<file path="src/rtl/ram_pointer_bank.sv">
// Slot-card register window giving the Apple II bus NPTR SRAM address pointers
// with optional post-increment/decrement after each data access.
//   S   | meaning
//   0   | idle, no qualified PHI1 rising edge since reset
//   1   | step ripple: pointer byte 0 +/-1, carry recorded
//   2   | step ripple: byte 1 on carry
//   3   | step ripple: upper bits on carry, ripple flags cleared
//   4-5 | bus window opening (CSDBEN follows one clock later)
//   6   | register write commit, auto-step scheduling
//   7   | hold until the next PHI1 rising edge
module ram_pointer_bank #(
    parameter int ADDR_W = 20,
    parameter int NPTR   = 2
) (
    input  logic              C7M,
    input  logic              nRES,
    input  logic              PHI1,
    input  logic [3:0]        A,
    input  logic              nWE,
    input  logic              nDEVSEL,
    input  logic              nIOSEL,
    input  logic [7:0]        D_in,
    output logic [7:0]        D_out,
    output logic              D_oe,
    input  logic [7:0]        RD_in,
    output logic [7:0]        RD_out,
    output logic              RD_oe,
    output logic [ADDR_W-1:0] RA,
    output logic              RAMCS
);
    localparam int HI_W = ADDR_W - 16;

    logic                        phi1reg_q, phi0seen_q, regen_q, csdben_q;
    logic [2:0]                  s_q, s_d;
    logic [NPTR-1:0][ADDR_W-1:0] ptr_q, ptr_d;
    logic [7:0]                  bank_q, bank_d, ctrl_q, ctrl_d;
    logic [NPTR-1:0]             step_q, step_d, cy1_q, cy1_d, cy2_q, cy2_d;

    logic [1:0]        slot, fld;
    logic              win, wr6, data_hit, data_sel;
    logic [ADDR_W-1:0] ra_ptr;

    assign slot     = A[3:2];
    assign fld      = A[1:0];
    assign win      = ~nDEVSEL & regen_q;
    assign wr6      = win & ~nWE & (s_q == 3'd6);
    assign data_sel = win & data_hit;

    always_comb begin
        s_d = s_q;
        if (PHI1 && !phi1reg_q && phi0seen_q) begin
            s_d = 3'd1;
        end else if (s_q != 3'd0 && s_q != 3'd7) begin
            s_d = s_q + 3'd1;
        end
    end

    always_comb begin
        D_out    = 8'hFF;
        ra_ptr   = '0;
        data_hit = 1'b0;
        for (int p = 0; p < NPTR; p++) begin
            if (int'(slot) == p) begin
                ra_ptr   = ptr_q[p];
                data_hit = (fld == 2'd3);
                case (fld)
                    2'd0: D_out = ptr_q[p][7:0];
                    2'd1: D_out = ptr_q[p][15:8];
                    2'd2: begin
                        D_out           = 8'hFF;
                        D_out[HI_W-1:0] = ptr_q[p][ADDR_W-1:16];
                    end
                    default: D_out = RD_in;
                endcase
            end
        end
        if (A == 4'hC) begin
            D_out = ctrl_q;
        end else if (A == 4'hF) begin
            D_out = bank_q;
        end
    end

    assign D_oe   = csdben_q & nWE & win;
    assign RAMCS  = csdben_q & data_sel;
    assign RD_oe  = RAMCS & ~nWE;
    assign RD_out = D_in;
    // Address is forced low in reset even though A keeps toggling on the bus.
    assign RA     = !nRES    ? '0 :
                    data_sel ? ra_ptr : {{(ADDR_W-12){1'b0}}, bank_q, A};

    always_comb begin
        ptr_d  = ptr_q;
        step_d = step_q;
        cy1_d  = cy1_q;
        cy2_d  = cy2_q;
        ctrl_d = ctrl_q;
        bank_d = bank_q;
        for (int p = 0; p < NPTR; p++) begin
            if (s_q == 3'd1 && step_q[p]) begin
                ptr_d[p][7:0] = ctrl_q[p] ? ptr_q[p][7:0] - 8'd1 : ptr_q[p][7:0] + 8'd1;
                cy1_d[p]      = ctrl_q[p] ? (ptr_q[p][7:0] == 8'h00) : (ptr_q[p][7:0] == 8'hFF);
                step_d[p]     = 1'b0;
            end
            if (s_q == 3'd2 && cy1_q[p]) begin
                ptr_d[p][15:8] = ctrl_q[p] ? ptr_q[p][15:8] - 8'd1 : ptr_q[p][15:8] + 8'd1;
                cy2_d[p]       = ctrl_q[p] ? (ptr_q[p][15:8] == 8'h00) : (ptr_q[p][15:8] == 8'hFF);
                cy1_d[p]       = 1'b0;
            end
            if (s_q == 3'd3 && cy2_q[p]) begin
                ptr_d[p][ADDR_W-1:16] = ctrl_q[p] ? ptr_q[p][ADDR_W-1:16] - HI_W'(1)
                                                  : ptr_q[p][ADDR_W-1:16] + HI_W'(1);
            end
            if (s_q == 3'd3) begin
                step_d[p] = 1'b0;
                cy1_d[p]  = 1'b0;
                cy2_d[p]  = 1'b0;
            end
            // A bus write to a pointer byte takes priority over any step result.
            if (wr6 && int'(slot) == p) begin
                case (fld)
                    2'd0:    ptr_d[p][7:0]         = D_in;
                    2'd1:    ptr_d[p][15:8]        = D_in;
                    2'd2:    ptr_d[p][ADDR_W-1:16] = D_in[HI_W-1:0];
                    default: ;
                endcase
            end
            if (s_q == 3'd6 && data_sel && int'(slot) == p && ctrl_q[4+p]) begin
                step_d[p] = 1'b1;
            end
        end
        if (wr6 && A == 4'hC) begin
            for (int p = 0; p < NPTR; p++) begin
                ctrl_d[p]   = D_in[p];
                ctrl_d[4+p] = D_in[4+p];
            end
        end
        if (wr6 && A == 4'hF) begin
            bank_d = D_in;
        end
    end

    always_ff @(posedge C7M or negedge nRES) begin
        if (!nRES) begin
            phi1reg_q  <= 1'b0;
            phi0seen_q <= 1'b0;
            s_q        <= 3'd0;
            regen_q    <= 1'b0;
            csdben_q   <= 1'b0;
            ptr_q      <= '0;
            bank_q     <= 8'h00;
            ctrl_q     <= 8'h00;
            step_q     <= '0;
            cy1_q      <= '0;
            cy2_q      <= '0;
        end else begin
            phi1reg_q <= PHI1;
            if (!PHI1) begin
                phi0seen_q <= 1'b1;
            end
            s_q      <= s_d;
            csdben_q <= s_q[2];
            if (s_q == 3'd4 && !nIOSEL) begin
                regen_q <= 1'b1;
            end
            ptr_q  <= ptr_d;
            bank_q <= bank_d;
            ctrl_q <= ctrl_d;
            step_q <= step_d;
            cy1_q  <= cy1_d;
            cy2_q  <= cy2_d;
        end
    end

endmodule

</file>
<file path="config.mk">
export PLATFORM = sky130hd
export DESIGN_NAME = ram_pointer_bank
export DESIGN_NICKNAME = d
export VERILOG_FILES = /design/src/rtl/ram_pointer_bank.sv
export SDC_FILE = /design/constraint.sdc
export NUM_CORES = 1
export LEC_CHECK = 0
export BUFFER_PORTS_ARGS = -buffer_cell sky130_fd_sc_hd__buf_4
export CORE_ASPECT_RATIO = 1.75
export CORE_MARGIN = 2
export CORE_UTILIZATION = 36
export DETAILED_ROUTE_END_ITERATION = 10
export GPL_ROUTABILITY_DRIVEN = 0
export GPL_TIMING_DRIVEN = 0
export SYNTH_ARGS = -nofsm -noshare
export SYNTH_HDL_FRONTEND = slang
export SYNTH_SLANG_ARGS = --single-unit
</file>
<file path="constraint.sdc">
create_clock -name C7M -period 3.4 [get_ports C7M]
set_clock_uncertainty 0.15 [all_clocks]
set_input_delay 0.34 -clock C7M [delete_from_list [all_inputs] [get_ports C7M]]
set_output_delay 0.34 -clock C7M [all_outputs]
set_load 0.02 [all_outputs]
</file>
Yosys cells after proc, flatten, opt, wreduce, memory -nomap -nowiden
Cells that the tools add are included.
{"block": "word_totals", "register_bits": 65, "in_bits": 26, "wordCells": 143}
{"block": "op_classes", "add_sub_neg": 13, "n_eq_ne": 16, "muxes": 54, "bitwise_logic": 10, "reduce_logical": 35}
{"cell": "two-way mux 8 bit", "n": 16}
{"cell": "two-way mux 20 bit", "n": 6}
{"cell": "one-hot mux 8 bit (3 select lines)", "n": 2}
{"cell": "adder 8 x 1 -> 8 bit (second input constant)", "n": 4}
{"cell": "equality test 8 bit (second input constant)", "n": 4}
{"cell": "zero test 8 bit", "n": 4}
{"cell": "subtractor 8 x 1 -> 8 bit (second input constant)", "n": 4}
{"cell": "two-way mux 4 bit", "n": 6}
{"cell": "two-way mux 1 bit", "n": 22}
{"cell": "logical AND 1 bit", "n": 19}
{"cell": "nonzero test 3 bit", "n": 5}
{"cell": "adder 4 x 1 -> 4 bit (second input constant)", "n": 2}
{"cell": "AND 1 bit", "n": 8}
{"cell": "equality test 4 bit (second input constant)", "n": 2}
{"cell": "subtractor 4 x 1 -> 4 bit (second input constant)", "n": 2}
{"cell": "equality test 2 bit (second input constant)", "n": 3}
{"cell": "equality test 3 x 2 -> 1 bit (second input constant)", "n": 2}
{"cell": "equality test 3 bit (second input constant)", "n": 2}
{"cell": "two-way mux 3 bit", "n": 2}
{"cell": "nonzero test 2 bit", "n": 3}
{"cell": "zero test 2 bit", "n": 2}
{"cell": "adder 3 x 1 -> 3 bit (second input constant)", "n": 1}
{"cell": "equality test 3 x 1 -> 1 bit (second input constant)", "n": 1}
{"cell": "inequality test 3 bit (second input constant)", "n": 1}
{"cell": "other kinds (3)", "n": 5}

Depth between registers and ports, before layout
{"block": "logic_depth", "depth_word": 8, "ltp_mapped": 9, "depth_no_buf": 8}

Worst setup path after synthesis
Ideal clock, no wire load.
{"block": "synth_path", "kind": "register to register", "start": "reg ctrl_q[1]", "end": "reg ptr_q[26] (netlist bit)", "arrival_time_ns": 2.129, "required_time_ns": 3.167, "path_slack_ns": 1.038, "stages_incl_launch_ff": 9, "period_less_slack_ns": 2.362, "path_cell_list": "dfrtp_1 clkinv_1 fa_1 nor2b_1 nor3_1 o21bai_1 a21oi_1 xor2_1 o21ai_0"}
{"element": "start, declared", "line": "36", "rtl": "logic [7:0] bank_q, bank_d, ctrl_q, ctrl_d;"}
{"element": "start signal, assigned", "line": "168", "rtl": "ctrl_q <= ctrl_d;"}
{"element": "end signal, assigned", "line": "166", "rtl": "ptr_q <= ptr_d;"}
{"element": "end, declared", "line": "35", "rtl": "logic [NPTR-1:0][ADDR_W-1:0] ptr_q, ptr_d;"}

==> flow_metrics.tcl <==
set metrics [dict create \
    worst_setup_path_end_kind "register" \
    wl_per_cell_um 20.3 \
    die_h_um 166 \
    clk-insertion-delay-late_ps 340 \
    drt_wl_total_um 18500 \
    area_growth_pct 19.9 \
    grt_antenna_before_repair 0 \
    critPathMaxStageDelay_ps 890 \
    cp_data_arrival_time_ps 3170 \
    setup_tns_ps 0 \
    grt_pass1_vias 5434 \
    final_cell_count_no_fill 911 \
    core-area_um2 14800 \
    clk_pin_slew_ps 60 \
    layout_min_cycle_time_ps 3060 \
    grtUsageTotal_pct 23.7 \
    ys_ff_latch 65 \
    syn_nets 714 \
    synthCells 649 \
    place_inst 894 \
    rsz0062_at_grt "false" \
    cts_tree "built" \
    final_design_area_no_fill_um2 6470 \
    ys_types 66 \
    syn_area_per_cell_um2 8.32 \
    whs_ps -45.5 \
    grt_overflow 0 \
    finalWorstSetupSlack_ps 339 \
    place_ws_ps 239 \
    synth_top_cell_by_area "dfrtp_1" \
    netlist_top_cells_area "dfrtp_1 30%, ha_1 7.6%, a21oi_1 7.0%" \
    cp_slowest_cell "dfrtp_1" \
    synth_enable_flop_cells 0 \
    ir_drop_uv 284 \
    violations "hold timing" \
    num_rows 59 \
    fill_cells 1487 \
    drtPass1Iterations 5 \
    yosysMostFrequentCell "nor2_1" \
    ios 65 \
    worst_pin_slew_ps 1080 \
    clock-root-buffer "clkbuf_16" \
    vias 5425 \
    hold_violations 28 \
    min_path_type "in2async" \
    drv_slew 0 \
    grt_max_degree 70 \
    criticalPathCategory "reg2reg" \
    yosys_most_used_dff "dfrtp_1" \
    dp_hpwl_um 14100 \
    syn-cell-area_um2 5400 \
    htree_levels 3 \
    clock_path_buffers 2 \
    cts_buffers 9 \
    finalSetupViolations 0 \
    clock-sinks 65 \
    cp_max_fo 20 \
    drt_iter0_markers 485 \
    detail_route.vias_per_cell 5.95 \
    start_util_pct 36.6 \
    yosysWarnings 0 \
    drive_gt1_share_pct 16.8 \
    cp.required_ps 3500 \
    die_area_um2 16000 \
    io_buffers 62 \
    async_flop_share_pct 100 \
    yosys-top-cells-count "81 x nor2_1, 75 x a21oi_1, 65 x dfrtp_1, 39 x nand2_1, 37 x o21ai_0" \
    die_x_um 96.6 \
    drtAntennaViolNets 0 \
    clock.fmax_ghz 0.327 \
    fin_crit_sh_pct 90.0 \
    yosysTopAreaCellShare_pct 30.1 \
    seq_area_frac_synth_pct 30.1 \
    critPathLaunchType "register" \
    maxCapViolCount 0 \
    drc 0 \
    powerDensity_nw_per_um2 587 \
    fin_nets 788 \
    slew_headroom_pct 27.5 \
    p_leak_nw 2.79 \
    path_cells "clkinvlp_4 > fa_1 > nor2b_1 > nor3_1 > o21bai_1 > a21oi_1 > xor2_1 > o21ai_0" \
    dpl_cell_area_um2 6090 \
    diodes 0 \
    status "finished with violations" \
    grt_pass1_wl_um 28700 \
]
==> power by group <==
part	leakage (nW)	total [W]	switching, W	internal [W]
Combinational	1.90	0.00147	0.000813	0.000660
Clock	0.180	0.00116	0.000371	0.000791
Sequential	0.708	0.00116	0.000250	0.000913
Total	2.79	0.00380	0.00143	0.00236
==> path summary, 6_finish.rpt <==
path,slack [ps],start,depth (start not counted),endpoint
worst max-delay path,340,ctrl_q[1]$_DFFE_PN0P_,8,ptr_q[34]$_DFF_PN0_
worst min-delay path,-50,nRES,1,ptr_q[11]$_DFF_PN0_
worst max register to register,340,ctrl_q[1]$_DFFE_PN0P_,8,ptr_q[34]$_DFF_PN0_
worst min register to register,250,s_q[2]$_DFFE_PN0P_,0,csdben_q$_DFF_PN0_
max in group asynchronous,2530,nRES,1,bank_q[5]$_DFFE_PN0P_
min in group C7M,30,nIOSEL,2,regen_q$_DFFE_PN0P_
==> kinds of logic (layout without fill, tap and decap cells) <==
group / after synthesis / count (layout) / share of synthesized area, %
AO/OA/AOI/OAI: 189 / 189 / 21.3
flip-flops: 65 / 65 / 30.1
multiplexers: 38 / 38 / 7.81
AND/OR/NAND/NOR: 233 / 233 / 21.3
XOR/XNOR: 27 / 27 / 4.38
buffers and inverters: 58 / 137 / 5.19
adder cells (fa/ha/maj): 39 / 39 / 9.87
==> worst max-delay path: cells and delay by family, from the launching register on <==
family	cells	cell delay, ps
flip-flops	1	890
buffers and inverters	1	550
adder cells (fa/ha/maj)	1	500
AO/OA/AOI/OAI	3	420
AND/OR/NAND/NOR	2	320
XOR/XNOR	1	140
==> final cells by class <==
class	instances	area [um^2]	share of cell area [%]
Multi-Input combinational cell	526	3490	53.9
Sequential cell	65	1630	25.1
Timing Repair Buffer	63	475	7.34
Tap cell	183	229	3.54
Clock buffer	9	225	3.48
Buffer	38	205	3.17
Clock inverter	7	143	2.20
Inverter	20	78.8	1.22
==> routing by layer <==
metal  share of wire [%]  vias to the layer above  wire length (um)  global-route usage [%]
met4                 6.9                        0              1280                    14.9
met3                 5.6                       80              1030                    3.49
met5                   0                        -                 0                       0
met1                  36                     2608              6580                    26.2
met2                  52                      228              9560                    41.2
li1                    -                     2509                 -                       -
==> registers in the layout (all words and copies together) (netlist names) <==
| register | flops |
|---|---|
| ptr_q | 40 |
| bank_q | 8 |
| ctrl_q | 4 |
| s_q | 3 |
| cy1_q | 2 |
| cy2_q | 2 |
| step_q | 2 |
| csdben_q | 1 |
| phi0seen_q | 1 |
| phi1reg_q | 1 |
| regen_q | 1 |
==> through the flow <==
step           hold slack, ps  total power [W]  util (%)
2_1_floorplan            -106          0.00217         -
3_3_place_gp              228          0.00258      41.3
3_5_place_dp              233          0.00262      41.3
4_1_cts                  4.81          0.00378      43.8
5_1_grt                  32.6          0.00402      43.9
6_report                -45.5          0.00380      43.9
==> repair_timing <==
item / CTS / global route
setup endpoints to repair: 0 / 1
hold buffers: 1 / 0
setup buffers: 0 / 0
resized for setup: 0 / 1
endpoints found under the hold margin: 1 / 0
==> layout by cell type, fill, tap and decap left out, types with 8 or more instances in the layout <==
master / n
xor2_1: 12
mux2i_1: 23
clkbuf_1: 16
ha_1: 33
a22oi_1: 8
xnor2_1: 15
a21oi_1: 75
o21ai_0: 37
dfrtp_1: 65
nor3_1: 33
nand2_1: 39
buf_4: 72
nor2_1: 81
nand3_1: 12
nor2b_1: 22
nand4_1: 10
mux2_2: 12
clkbuf_16: 9
inv_1: 16
a211oi_1: 8
Note: power is estimated with default switching activity, not from simulation.
